`config.mk`:
```
export PLATFORM = sky130hd
export DESIGN_NAME = aes_core_feeder_flat
export DESIGN_NICKNAME = d
export VERILOG_FILES = /design/src/rtl/aes_pkg.sv /design/src/rtl/aes_core_feeder_if.sv /design/src/rtl/aes_valid_delay.sv /design/src/rtl/aes_core_feeder.sv /design/src/flat_wrapper.sv
export SDC_FILE = /design/constraint.sdc
export NUM_CORES = 1
export LEC_CHECK = 0
export CORE_AREA = 5 5 303 305
export CTS_CLUSTER_DIAMETER = 120
export CTS_CLUSTER_SIZE = 24
export DETAILED_ROUTE_END_ITERATION = 12
export DIE_AREA = 0 0 308 310
export GPL_ROUTABILITY_DRIVEN = 0
export PLACE_DENSITY = 0.44
export SETUP_SLACK_MARGIN = 0.1
export SLEW_MARGIN = 25
export SYNTH_ARGS = -nofsm -noshare
export SYNTH_HDL_FRONTEND = slang
export SYNTH_HIERARCHICAL = 1
export SYNTH_SLANG_ARGS = --single-unit
```
`constraint.sdc`:
```
create_clock -name clk -period 2.4 [get_ports clk]
set_input_delay 0.48 -clock clk [delete_from_list [all_inputs] [get_ports clk]]
set_output_delay 0.48 -clock clk [all_outputs]
set_load 0.01 [all_outputs]
```
`src/rtl/aes_pkg.sv`:
```
// Shared types and constants for the AES core feeder.
// Holds the feeder state encoding and default core timing.
package aes_pkg;

    localparam int AES_BLK_W        = 128;
    localparam int AES_CORE_LATENCY = 11;
    localparam int AES_KEY_SETUP    = 3;

    typedef enum logic [2:0] {
        IDLE,
        KEY_PULSE,
        KEY_WAIT,
        RUN,
        DRAIN
    } feeder_state_t;

endpackage

```
`src/rtl/aes_core_feeder_if.sv`:
```
// Stream, key and core-side signal bundle for the AES core feeder.
// slave is the feeder's view, master is the surrounding system's view.
interface aes_core_feeder_if #(
    parameter int DATA_W = 128
);

    logic              k_valid;
    logic [DATA_W-1:0] k_data;
    logic              k_ready;
    logic              s_valid;
    logic [DATA_W-1:0] s_data;
    logic              s_ready;
    logic              core_fsm_en;
    logic              core_en;
    logic [DATA_W-1:0] core_in;
    logic [DATA_W-1:0] core_key;
    logic [DATA_W-1:0] core_out;
    logic              m_valid;
    logic [DATA_W-1:0] m_data;
    logic              busy;

    modport slave (
        input  k_valid, k_data, s_valid, s_data, core_out,
        output k_ready, s_ready, core_fsm_en, core_en,
        output core_in, core_key, m_valid, m_data, busy
    );

    modport master (
        output k_valid, k_data, s_valid, s_data, core_out,
        input  k_ready, s_ready, core_fsm_en, core_en,
        input  core_in, core_key, m_valid, m_data, busy
    );

endinterface

```
`src/rtl/aes_valid_delay.sv`:
```
// Fixed-depth 1-bit delay line that re-times core_en into m_valid.
// Reset empties the line so results already in the core are dropped.
module aes_valid_delay #(
    parameter int DEPTH = 11
) (
    input  logic clk,
    input  logic rst,
    input  logic din,
    output logic dout
);

    logic [DEPTH-1:0] sr;

    always_ff @(posedge clk or negedge rst) begin
        if (!rst) begin
            sr <= '0;
        end else begin
            sr[0] <= din;
            for (int i = 1; i < DEPTH; i++) begin
                sr[i] <= sr[i-1];
            end
        end
    end

    assign dout = sr[DEPTH-1];

endmodule

```
`src/rtl/aes_core_feeder.sv`:
```
// Sequencer feeding a pipelined AES core: key pulse, setup wait, block issue.
// Define AES_FEEDER_STATS_EN to add the blk_cnt / key_cnt counters.
module aes_core_feeder
    import aes_pkg::*;
#(
    parameter int CORE_LATENCY = AES_CORE_LATENCY,
    parameter int KEY_SETUP    = AES_KEY_SETUP,
    parameter int DATA_W       = AES_BLK_W
) (
    input  logic                clk,
    input  logic                rst,
    aes_core_feeder_if.slave    bus
`ifdef AES_FEEDER_STATS_EN
    ,
    output logic [31:0]         blk_cnt,
    output logic [15:0]         key_cnt
`endif
);

    localparam int IW = $clog2(CORE_LATENCY + 2);
    localparam int CW = (KEY_SETUP > 1) ? $clog2(KEY_SETUP) : 1;

    feeder_state_t state, state_nxt;
    logic [CW-1:0] cnt, cnt_nxt;
    logic [IW-1:0] inflight;
    logic          k_fire;
    logic          s_fire;

    // Keys are only taken with an empty pipeline, so no result mixes keys.
    assign bus.k_ready = (state == IDLE) ||
                         ((state == RUN || state == DRAIN) && inflight == '0);
    assign bus.s_ready = (state == RUN) && !bus.k_valid;
    assign bus.busy    = (state != IDLE);
    assign bus.m_data  = bus.core_out;

    assign k_fire = bus.k_valid && bus.k_ready;
    assign s_fire = bus.s_valid && bus.s_ready;

    always_comb begin
        state_nxt = state;
        cnt_nxt   = cnt;
        unique case (state)
            IDLE: begin
                if (k_fire) state_nxt = KEY_PULSE;
            end
            KEY_PULSE: begin
                if (KEY_SETUP <= 1) begin
                    state_nxt = RUN;
                end else begin
                    state_nxt = KEY_WAIT;
                    cnt_nxt   = CW'(KEY_SETUP - 1);
                end
            end
            KEY_WAIT: begin
                cnt_nxt = cnt - 1'b1;
                if (cnt <= CW'(1)) state_nxt = RUN;
            end
            RUN: begin
                if (k_fire) state_nxt = KEY_PULSE;
                else if (bus.k_valid) state_nxt = DRAIN;
            end
            DRAIN: begin
                if (k_fire) state_nxt = KEY_PULSE;
                else if (inflight == '0 && !bus.k_valid) state_nxt = RUN;
            end
            default: state_nxt = IDLE;
        endcase
    end

    always_ff @(posedge clk or negedge rst) begin
        if (!rst) begin
            state           <= IDLE;
            cnt             <= '0;
            inflight        <= '0;
            bus.core_fsm_en <= 1'b0;
            bus.core_en     <= 1'b0;
            bus.core_in     <= '0;
            bus.core_key    <= '0;
        end else begin
            state           <= state_nxt;
            cnt             <= cnt_nxt;
            bus.core_fsm_en <= (state == KEY_PULSE);
            bus.core_en     <= s_fire;
            if (s_fire) bus.core_in <= bus.s_data[DATA_W-1:0];
            if (k_fire) bus.core_key <= bus.k_data[DATA_W-1:0];
            unique case ({s_fire, bus.m_valid})
                2'b10:   inflight <= inflight + 1'b1;
                2'b01:   inflight <= inflight - 1'b1;
                default: inflight <= inflight;
            endcase
        end
    end

    aes_valid_delay #(
        .DEPTH (CORE_LATENCY)
    ) u_valid_delay (
        .clk  (clk),
        .rst  (rst),
        .din  (bus.core_en),
        .dout (bus.m_valid)
    );

`ifdef AES_FEEDER_STATS_EN
    always_ff @(posedge clk or negedge rst) begin
        if (!rst) begin
            blk_cnt <= '0;
            key_cnt <= '0;
        end else begin
            if (bus.m_valid) blk_cnt <= blk_cnt + 1'b1;
            if (k_fire) key_cnt <= key_cnt + 1'b1;
        end
    end
`endif

endmodule

```
`src/flat_wrapper.sv`:
```
// flat-port wrapper written by rule: the top's interface ports become plain ports
module aes_core_feeder_flat import aes_pkg::*;
#(
    parameter int CORE_LATENCY = AES_CORE_LATENCY,
    parameter int KEY_SETUP    = AES_KEY_SETUP,
    parameter int DATA_W       = AES_BLK_W
)
  (clk, rst, bus_k_valid, bus_k_data, bus_s_valid, bus_s_data, bus_core_out, bus_k_ready, bus_s_ready, bus_core_fsm_en, bus_core_en, bus_core_in, bus_core_key, bus_m_valid, bus_m_data, bus_busy);
  aes_core_feeder_if #(.DATA_W(DATA_W)) bus_i ();
  input  logic clk;
  input  logic rst;
  input wire logic [$bits(bus_i.k_valid)-1:0] bus_k_valid;
  input wire logic [$bits(bus_i.k_data)-1:0] bus_k_data;
  input wire logic [$bits(bus_i.s_valid)-1:0] bus_s_valid;
  input wire logic [$bits(bus_i.s_data)-1:0] bus_s_data;
  input wire logic [$bits(bus_i.core_out)-1:0] bus_core_out;
  output wire logic [$bits(bus_i.k_ready)-1:0] bus_k_ready;
  output wire logic [$bits(bus_i.s_ready)-1:0] bus_s_ready;
  output wire logic [$bits(bus_i.core_fsm_en)-1:0] bus_core_fsm_en;
  output wire logic [$bits(bus_i.core_en)-1:0] bus_core_en;
  output wire logic [$bits(bus_i.core_in)-1:0] bus_core_in;
  output wire logic [$bits(bus_i.core_key)-1:0] bus_core_key;
  output wire logic [$bits(bus_i.m_valid)-1:0] bus_m_valid;
  output wire logic [$bits(bus_i.m_data)-1:0] bus_m_data;
  output wire logic [$bits(bus_i.busy)-1:0] bus_busy;
  assign bus_i.k_valid = bus_k_valid;
  assign bus_i.k_data = bus_k_data;
  assign bus_i.s_valid = bus_s_valid;
  assign bus_i.s_data = bus_s_data;
  assign bus_i.core_out = bus_core_out;
  assign bus_k_ready = bus_i.k_ready;
  assign bus_s_ready = bus_i.s_ready;
  assign bus_core_fsm_en = bus_i.core_fsm_en;
  assign bus_core_en = bus_i.core_en;
  assign bus_core_in = bus_i.core_in;
  assign bus_core_key = bus_i.core_key;
  assign bus_m_valid = bus_i.m_valid;
  assign bus_m_data = bus_i.m_data;
  assign bus_busy = bus_i.busy;
  aes_core_feeder #(.CORE_LATENCY(CORE_LATENCY), .KEY_SETUP(KEY_SETUP), .DATA_W(DATA_W)) u_core (.clk(clk), .rst(rst), .bus(bus_i));
endmodule
```
; ---- Word-level counts from Yosys, hierarchy flattened
; Cells that the tools add are included.
[op_classes]
n_addsub = 3
order_cmp = 1
n_mux = 9
n_reduce_logical = 14
eq_ne = 10
[ops]
columns = cell, n
row1 = 3-bit 2-to-1 mux, 6
row2 = 3-bit one-hot mux with 5 select lines, 1
row3 = 4-bit one-hot mux with 2 select lines, 1
row4 = 3-bit by 2-bit equality test with 1-bit output (second input constant), 2
row5 = 3-bit by 2-bit inequality test with 1-bit output (second input constant), 2
row6 = 1-bit logical AND, 5
row7 = 4-bit by 1-bit adder with 4-bit output (second input constant), 1
row8 = 4-bit logical NOT, 1
row9 = 2-bit by 1-bit inequality test with 1-bit output (second input constant), 2
row10 = 2-bit one-hot mux with 2 select lines, 1
row11 = 4-bit AND reduction, 1
row12 = 2-bit nonzero test, 2
row13 = 4-bit by 1-bit subtractor with 4-bit output (second input constant), 1
row14 = 3-bit by 1-bit equality test with 1-bit output (second input constant), 1
row15 = 3-bit equality test (second input constant), 1
row16 = 3-bit logical NOT, 1
row17 = 3-bit nonzero test, 1
row18 = 2-bit by 1-bit equality test with 1-bit output (second input constant), 1
row19 = 2-bit equality test (second input constant), 1
row20 = 2-bit by 1-bit less-or-equal comparator with 1-bit output (second input constant), 1
row21 = 1-bit logical OR, 2
row22 = 2-bit by 1-bit subtractor with 2-bit output (second input constant), 1
row23 = 1-bit logical NOT, 1
[word_totals]
elab_cells = 45
in_bits = 388
regBits = 278

; ---- Logic depth before layout (Yosys ltp)
; Gate-level depths: netlist (run 1).
[depth]
word_depth = 7
ltp_mapped = 12
depth_no_buf = 10

; ---- By module
; The synthesis (run 1) kept the hierarchy.
[by_module_without_submodules]
columns = module, seq_area_each_um2, area_each_um2, n_inst, cells_per_inst
row1 = aes_core_feeder, 6681.4, 11677.4, 1, 735
row2 = aes_valid_delay, 275.3, 275.3, 1, 11

; ---- Least setup slack after synthesis (run 1)
; Ideal clock, no wire load.
[synth_path]
path_kind = register to register
from = register u_core.state[2]
to = register u_core.inflight[2]
slack_ps = 26
stages_incl_launch_ff = 13
t_arrival_ps = 2247
setup_ps = 128
path_cell_list = dfrtp_1 clkbuf_1 nand3b_1 nor2_1 nand2_1 buf_2 ha_1 xor2_1 ha_1 a21oi_1 xor2_1 nor2_1 xor2_1
[synth_via]
elab_chain_cells = 5
word_cells_on_any_way = 7
[synth_rtl]
columns = item, line_no
row1 = from (decl), aes_core_feeder.sv:23  ; feeder_state_t state, state_nxt;
row2 = from (signal assigned), aes_core_feeder.sv:80  ; state <= state_nxt;
row3 = 3-bit by 2-bit equality test with 1-bit output (*), aes_core_feeder.sv:32  ; assign bus.s_ready = (state == RUN) && !bus.k_valid;
row4 = 1-bit logical AND (*), aes_core_feeder.sv:32
row5 = net bus_s_ready, flat_wrapper.sv:18  ; output wire logic [$bits(bus_i.s_ready)-1:0] bus_s_ready;
row6 = 1-bit logical AND (*), aes_core_feeder.sv:37  ; assign s_fire = bus.s_valid && bus.s_ready;
row7 = 2-bit by 1-bit equality test with 1-bit output or 2-bit equality test (tied branches), aes_core_feeder.sv:86  ; unique case ({s_fire, bus.m_valid})
row8 = 4-bit one-hot mux with 2 select lines or 2-bit nonzero test (tied branches), --
row9 = to (signal assigned), aes_core_feeder.sv:87  ; 2'b10: inflight <= inflight + 1'b1;
row10 = to (signal assigned), aes_core_feeder.sv:88  ; 2'b01: inflight <= inflight - 1'b1;
row11 = to (signal assigned), aes_core_feeder.sv:89  ; default: inflight <= inflight;
row12 = to (decl), aes_core_feeder.sv:25  ; logic [IW-1:0] inflight;
; The timed path passes the listed nets; every way through them passes the cells marked *.
; A chain may end at the register's enable or synchronous reset.

; ---- Worst setup path after layout (run 1)
[layout_path]
from = register u_core.state[0]
to = output port bus_k_ready
[layout_via]
elab_chain_cells = 4
word_cells_on_any_way = 6
[layout_rtl]
columns = item, line_no
row1 = 3-bit by 2-bit equality test with 1-bit output or 3-bit equality test (tied branches), aes_core_feeder.sv:31  ; ((state == RUN || state == DRAIN) && inflight == '0);
row2 = 1-bit logical OR, aes_core_feeder.sv:31
row3 = 1-bit logical AND, aes_core_feeder.sv:31
row4 = 1-bit logical OR (*), aes_core_feeder.sv:30  ; assign bus.k_ready = (state == IDLE) ||
row5 = to (decl), flat_wrapper.sv:17  ; output wire logic [$bits(bus_i.k_ready)-1:0] bus_k_ready;
; Every way passes the cells marked *; elsewhere a longest branch is shown, timed or not.

==> flow_metrics.py, run 1 <==
metrics = {
    "sta": {
        "period_share_pct": 93.97,
        "setup_viol": 0,
        "period_needed_ns": 2.255,
        "fmax_ghz": 0.4434,
        "finalHoldViolations": 0,
        "rsz0062_at_grt": "true",
        "finalMaxSlewViolations": 0,
        "slew_headroom_pct": 59.88,
        "tightest_slew_ns": 0.6018,
        "finClkSkew_ns": 0.03062,
        "whs_ns": 0.3537,
    },
    "layout": {
        "fin_cells": 2357,
        "final_cell_mix": "clkdlybuf4s50_1 (517), dfrtp_1 (278), mux2_2 (138)",
        "final_common_cell": "clkdlybuf4s50_1",
        "area_delta_synth_final_pct": 54.86,
        "final_nets": 1565,
        "drive_above_1_share_pct": 28.98,
    },
    "power_and_ir_drop": {
        "switching_share_pct": 31.13,
        "p_per_area_nw_per_um2": 1258,
        "p_seq_share_pct": 35.7,
        "max-vdd-ir-drop_v": 0.0006534,
        "pwr-share-clk_pct": 14.9,
        "p_comb_share_pct": 49.3,
        "p_total_w": 0.02329,
        "p_switching_w": 0.007249,
        "p_leak_nw": 7.859,
        "p_int_w": 0.01604,
    },
    "clock_tree": {
        "clockBufferDepth": 3,
        "cts_made_buffers": 18,
        "clk_latency_ns": 0.55,
        "cts_max_level": 1,
        "cts_sinks": 278,
        "cts.clk_slew.worst_paths_ns": 0.09,
        "cts_tree": "done",
        "root_buffer": "clkbuf_16",
    },
    "global_routing": {
        "grt_pass1_vias": 8376,
        "grt_pass1_wl_mm": 53.31,
        "grt_max_degree": 61,
        "antenna_found_initial": 0,
        "grt_usage_pct": 7.120,
        "gr-total-overflow": 0,
    },
    "synthesis": {
        "syn_area_sq_um": 11950,
        "synth_seq_cells": 278,
        "yosysSeqAreaShare_pct": 58.20,
        "synth_cells": 746,
        "yosysWarnings": 6,
        "synthesis.area_per_instance_sq_um": 16.02,
        "synth_nets": 1138,
        "ys_types": 31,
    },
    "routing": {
        "drt_wl_total_mm": 37.43,
        "highest_layer": "met4",
        "drtIter0Drc": 204,
        "drt_first_pass_iters": 4,
        "dr_wl_met3_mm": 3.165,
        "drc": 0,
        "num_vias": 7316,
        "wl_met1_mm": 13.04,
        "wire_per_inst_um": 15.88,
        "wl_met2_mm": 19.47,
        "drtAntennaViolNets": 0,
        "via_per_inst": 3.104,
    },
    "floorplanning": {
        "start_util_pct": 13.42,
        "dieArea_sq_um": 95480,
        "num_rows": 110,
        "ioPinCount": 778,
        "die_w_um": 308,
        "die_y_um": 310,
        "core-area_sq_um": 89050,
    },
    "critical_path": {
        "startpoint_type": "register",
        "endpoint_kind": "output pin",
        "crit_fanout": 8,
        "reg2reg_depth": 9,
        "required_ns": 1.92,
        "cp.arrival_ns": 1.78,
        "critical_path_class": "reg2out",
    },
    "placed_design": {
        "dp_hpwl_mm": 28.86,
        "place_inst": 2325,
        "port_buffers": 521,
    },
    "run_status": {
        "status": "finished, final reports clean",
    },
    "job": {
        "maxCapViolations": 0,
    },
    "min_path": {
        "hold_class": "reg2reg",
        "worstHoldPathCells": 0,
    },
}
## layer usage
metal	global-route usage (%)	vias to the layer above
met5	0	-
met4	3.348	0
met3	2.267	81
met2	13.08	338
met1	7.391	3647
li1	-	3250
## stage by stage
stage | cell area (sq um) | utilization [%] | setup slack [ns] | TNS [ns]
after floorplan | 11960 | - | 0.1013 | 0
after global placement | 17860 | 20.05 | -0.08212 | -2.287
after detailed placement | 17860 | 20.05 | -0.05053 | -2.429
after CTS | 18480 | 20.76 | 0.02241 | 0
after global routing | 18510 | 20.78 | 0.01195 | 0
final | 18510 | 20.79 | 0.1446 | 0
## cell type report
class	instances	area [sq um]
clock inverters	8	125.1
flip-flops and latches	278	6957
well taps	1176	1471
inverters	5	18.77
diodes	1	2.502
repair buffers	566	5742
clock buffers	19	475.5
fillers	9489	70540
multi-input cells	304	3719
## worst paths after layout
path | from | to | slack, ns
min in group asynchronous | rst | u_core/bus.core_key[19]$_DFFE_PN0P_ | 0.49
worst max-delay path | u_core/state[0]$_DFFE_PN0P_ | bus_k_ready | 0.14
max in group asynchronous | rst | u_core/bus.core_in[36]$_DFFE_PN0P_ | 1.22
worst min register to register | u_core/u_valid_delay/sr[5]$_DFF_PN0_ | u_core/u_valid_delay/sr[6]$_DFF_PN0_ | 0.35
worst min-delay path | u_core/u_valid_delay/sr[5]$_DFF_PN0_ | u_core/u_valid_delay/sr[6]$_DFF_PN0_ | 0.35
worst max register to register | u_core/state[1]$_DFFE_PN0P_ | u_core/bus.core_key[42]$_DFFE_PN0P_ | 0.22
## power by group through the flow
stage / Sequential [W] / Clock [W] / Combinational [W]
after floorplan: 0.00927 / 0 / 0.00464
after global routing: 0.00862 / 0.00385 / 0.0122
after CTS: 0.00837 / 0.00376 / 0.0117
after detailed placement: 0.00841 / 0 / 0.0116
final: 0.00832 / 0.00347 / 0.0115
after global placement: 0.00835 / 0 / 0.0116
## registers in the layout (all words and copies together), names as in the netlist
signal / flops
u_core/inflight: 4
u_core/state: 3
u_core/bus.core_in: 128
u_core/bus.core_en: 1
u_core/bus.core_key: 128
u_core/cnt: 2
u_core/u_valid_delay/sr: 11
u_core/bus.core_fsm_en: 1
## critical path, stage by stage (launching register included)
cell      delay [ns]
dfrtp_1         0.40
buf_4           0.17
or2_4           0.28
a21boi_4        0.16
or2_4           0.13
buf_6           0.09
## what timing repair did
action	CTS	global route
hold buffers	1	0
hold endpoints to repair	47	0
pin swaps	2	3
cloned	0	0
setup buffers	1	2
gates resized for setup	12	3
endpoints found under the setup margin	2	3
## Yosys cell counts
| library cell | count | share of area, % |
|---|---|---|
| or2_2 | 1 | 0.052 |
| mux2_4 | 120 | 15 |
| o21ai_2 | 1 | 0.073 |
| nor3b_1 | 1 | 0.063 |
| a21boi_2 | 1 | 0.094 |
| o32a_1 | 1 | 0.084 |
| buf_6 | 3 | 0.28 |
| ha_1 | 4 | 0.42 |
| clkbuf_1 | 1 | 0.031 |
| nor2b_1 | 1 | 0.052 |
| a21oi_1 | 4 | 0.17 |
| buf_12 | 11 | 1.8 |
| nand3_1 | 2 | 0.084 |
| o21ai_0 | 3 | 0.13 |
| nand2_1 | 3 | 0.094 |
| xnor2_1 | 1 | 0.073 |
| and3b_1 | 1 | 0.073 |
| buf_2 | 16 | 0.67 |
| nor2_1 | 7 | 0.22 |
| buf_4 | 128 | 8.0 |
| nor3_1 | 1 | 0.042 |
| nor4_4 | 1 | 0.18 |
| dfrtp_1 | 278 | 58 |
| xor2_1 | 4 | 0.29 |
| o22ai_1 | 3 | 0.16 |
| mux2_2 | 138 | 13 |
| inv_1 | 5 | 0.16 |
| nand2b_1 | 1 | 0.052 |
| or2_1 | 1 | 0.052 |
| a22oi_1 | 2 | 0.13 |
| nand3b_1 | 2 | 0.13 |
## logic make-up (layout without fill, tap and decap cells)
kind of cell / after synthesis / in the layout / synth area share (%)
AO/OA/AOI/OAI: 15 / 15 / 0.8269
XOR/XNOR: 5 / 5 / 0.3664
adder cells (fa/ha/maj): 4 / 4 / 0.4187
buffers and inverters: 164 / 598 / 11.02
flip-flops: 278 / 278 / 58.20
multiplexers: 258 / 258 / 28.07
other: 0 / 1 / 0
AND/OR/NAND/NOR: 22 / 22 / 1.089
Note: power is estimated with default switching activity, not from simulation.
==> run 2: changes to the inputs <==
--- a/constraint.sdc
+++ b/constraint.sdc
@@ -3,2 +3,2 @@
 set_output_delay 0.48 -clock clk [all_outputs]
-set_load 0.01 [all_outputs]
+set_load 0.1 [all_outputs]
==> run 2 against run 1 <==
Compared with the run above:
- via count up 0.55%
- cell count increased by 0.51%
- die area stayed put
- clock skew fell by 0.0012 ns
- first-iteration DRC count is 3.9% higher
- worst setup slack lost 0.063 ns
- register-to-register slack improved by 0.05 ns
- cell area shrank 3.7%
- non-clock buffer count is 17 higher
- core utilization fell by 0.77 points
- worst hold slack got worse by 0.023 ns
==> flow_metrics.py, run 2 (synthesis results as in run 1) <==
metrics = {
    "run_status": {
        "status": "finished, final reports clean",
    },
    "critical_path": {
        "r2r_setup_slack_ns": 0.27,
        "cp.arrival_ns": 1.84,
        "required_ns": 1.92,
        "endpoint_kind": "output pin",
        "crit_fanout": 2,
        "critical_path_class": "reg2out",
        "startpoint_type": "register",
    },
    "clock_tree": {
        "root_buffer": "clkbuf_16",
        "cts_made_buffers": 16,
        "cts_max_level": 1,
        "cts_tree": "done",
        "clk_latency_ns": 0.55,
        "cts_sinks": 278,
        "cts.clk_slew.worst_paths_ns": 0.10,
        "clockBufferDepth": 3,
    },
    "sta": {
        "tns_ns": 0,
        "whs_ns": 0.3309,
        "finClkSkew_ns": 0.02938,
        "rsz0062_at_grt": "true",
        "tightest_slew_ns": 0.6068,
        "setup_viol": 0,
        "period_share_pct": 96.58,
        "finalHoldViolations": 0,
        "finalMaxSlewViolations": 0,
        "fmax_ghz": 0.4314,
        "period_needed_ns": 2.318,
        "slew_headroom_pct": 59.54,
    },
    "layout": {
        "area_delta_synth_final_pct": 49.13,
        "nFillCells": 9590,
        "reg.largest.list": "u_core/bus.core_in x128, u_core/bus.core_key x128, u_core/u_valid_delay/sr x11",
        "fin_cells": 2369,
        "post-route-util_pct": 20.02,
        "final_common_cell": "buf_4",
        "final_nets": 1580,
        "n_antenna_cell": 0,
        "drive_above_1_share_pct": 51.55,
        "final_cell_mix": "buf_4 (313), dfrtp_1 (276), clkdlybuf4s50_1 (258)",
    },
    "global_routing": {
        "grt_max_degree": 61,
        "grt_use_met3_pct": 3.138,
        "grtUsageMet2_pct": 12.52,
        "grt_usage_pct": 7.192,
        "grt_pass1_vias": 8409,
        "antenna_found_initial": 1,
        "grt_pass1_wl_mm": 53.87,
        "grt.met1_usage_pct": 7.605,
        "top_usage_layer": "met2",
        "gr-total-overflow": 0,
    },
    "placed_design": {
        "place_inst": 2339,
        "dp_hpwl_mm": 29.51,
        "port_buffers": 521,
    },
    "routing": {
        "drt_wl_total_mm": 37.74,
        "num_vias": 7356,
        "via_per_inst": 3.105,
        "drtAntennaViolNets": 0,
        "drc": 0,
        "drt_first_pass_iters": 4,
        "drtIter0Drc": 212,
        "wire_per_inst_um": 15.93,
    },
    "floorplanning": {
        "core-area_sq_um": 89050,
        "num_rows": 110,
        "dieArea_sq_um": 95480,
        "die_y_um": 310,
        "ioPinCount": 778,
        "die_w_um": 308,
        "start_util_pct": 13.42,
    },
    "min_path": {
        "hold_class": "reg2reg",
    },
    "job": {
        "maxCapViolations": 0,
    },
}
[run 2: metal layers]
layer  vias to the layer above  share of wire (%)
li1                       3279                  -
met1                      3605                 35
met2                       386                 49
met3                        86                 11
met4                         0                4.8
met5                         -                  0
[run 2: cell type report]
| class | count | area [sq um] | area share [%] |
|---|---|---|---|
| clock buffer | 19 | 432.9 | 2.429 |
| clock inverter | 4 | 38.79 | 0.2176 |
| inverter | 5 | 18.77 | 0.1053 |
| multi-input combinational | 304 | 3746 | 21.02 |
| sequential | 278 | 6959 | 39.04 |
| tap | 1176 | 1471 | 8.255 |
| timing repair buffer | 583 | 5157 | 28.93 |
[run 2: repair_timing]
action                     4_1_cts  5_1_grt
resized for setup                6        0
setup endpoints to repair        3        1
hold endpoints to repair        38        0
buffers inserted                 5        1
pin swaps                        2        0
hold buffers                     1        0
[run 2: path summary, 6_finish.rpt]
kind                                                      start                                   end  cells past startpoint
setup / recovery                 u_core/inflight[0]$_DFFE_PN0P_                           bus_k_ready                      4
hold / removal             u_core/u_valid_delay/sr[0]$_DFF_PN0_  u_core/u_valid_delay/sr[1]$_DFF_PN0_                      0
hold reg to reg            u_core/u_valid_delay/sr[0]$_DFF_PN0_  u_core/u_valid_delay/sr[1]$_DFF_PN0_                      0
setup reg to reg                    u_core/state[0]$_DFFE_PN0P_   u_core/bus.core_key[48]$_DFFE_PN0P_                      8
min in group asynchronous                                   rst   u_core/bus.core_key[40]$_DFFE_PN0P_                      2
max in group asynchronous                                   rst  u_core/u_valid_delay/sr[0]$_DFF_PN0_                      3
[run 2: worst max-delay path, stage by stage (launching register included)]
cell	delay [ns]
dfrtp_2	0.43
nor4_4	0.32
a21boi_4	0.23
or2_4	0.15
buf_12	0.17
[run 2: stage by stage]
step                setup WS [ns]  cell area (sq um)
floorplan                 -0.2037              12000
global placement          0.06062              17280
detailed placement         0.1043              17280
CTS                      -0.05195              17820
global route             -0.02997              17820
finish                    0.08211              17820
Power of run 2 is left out: the tool's default activity adds up to more than one toggle a clock period on the data nets, which glitch-free logic cannot reach.
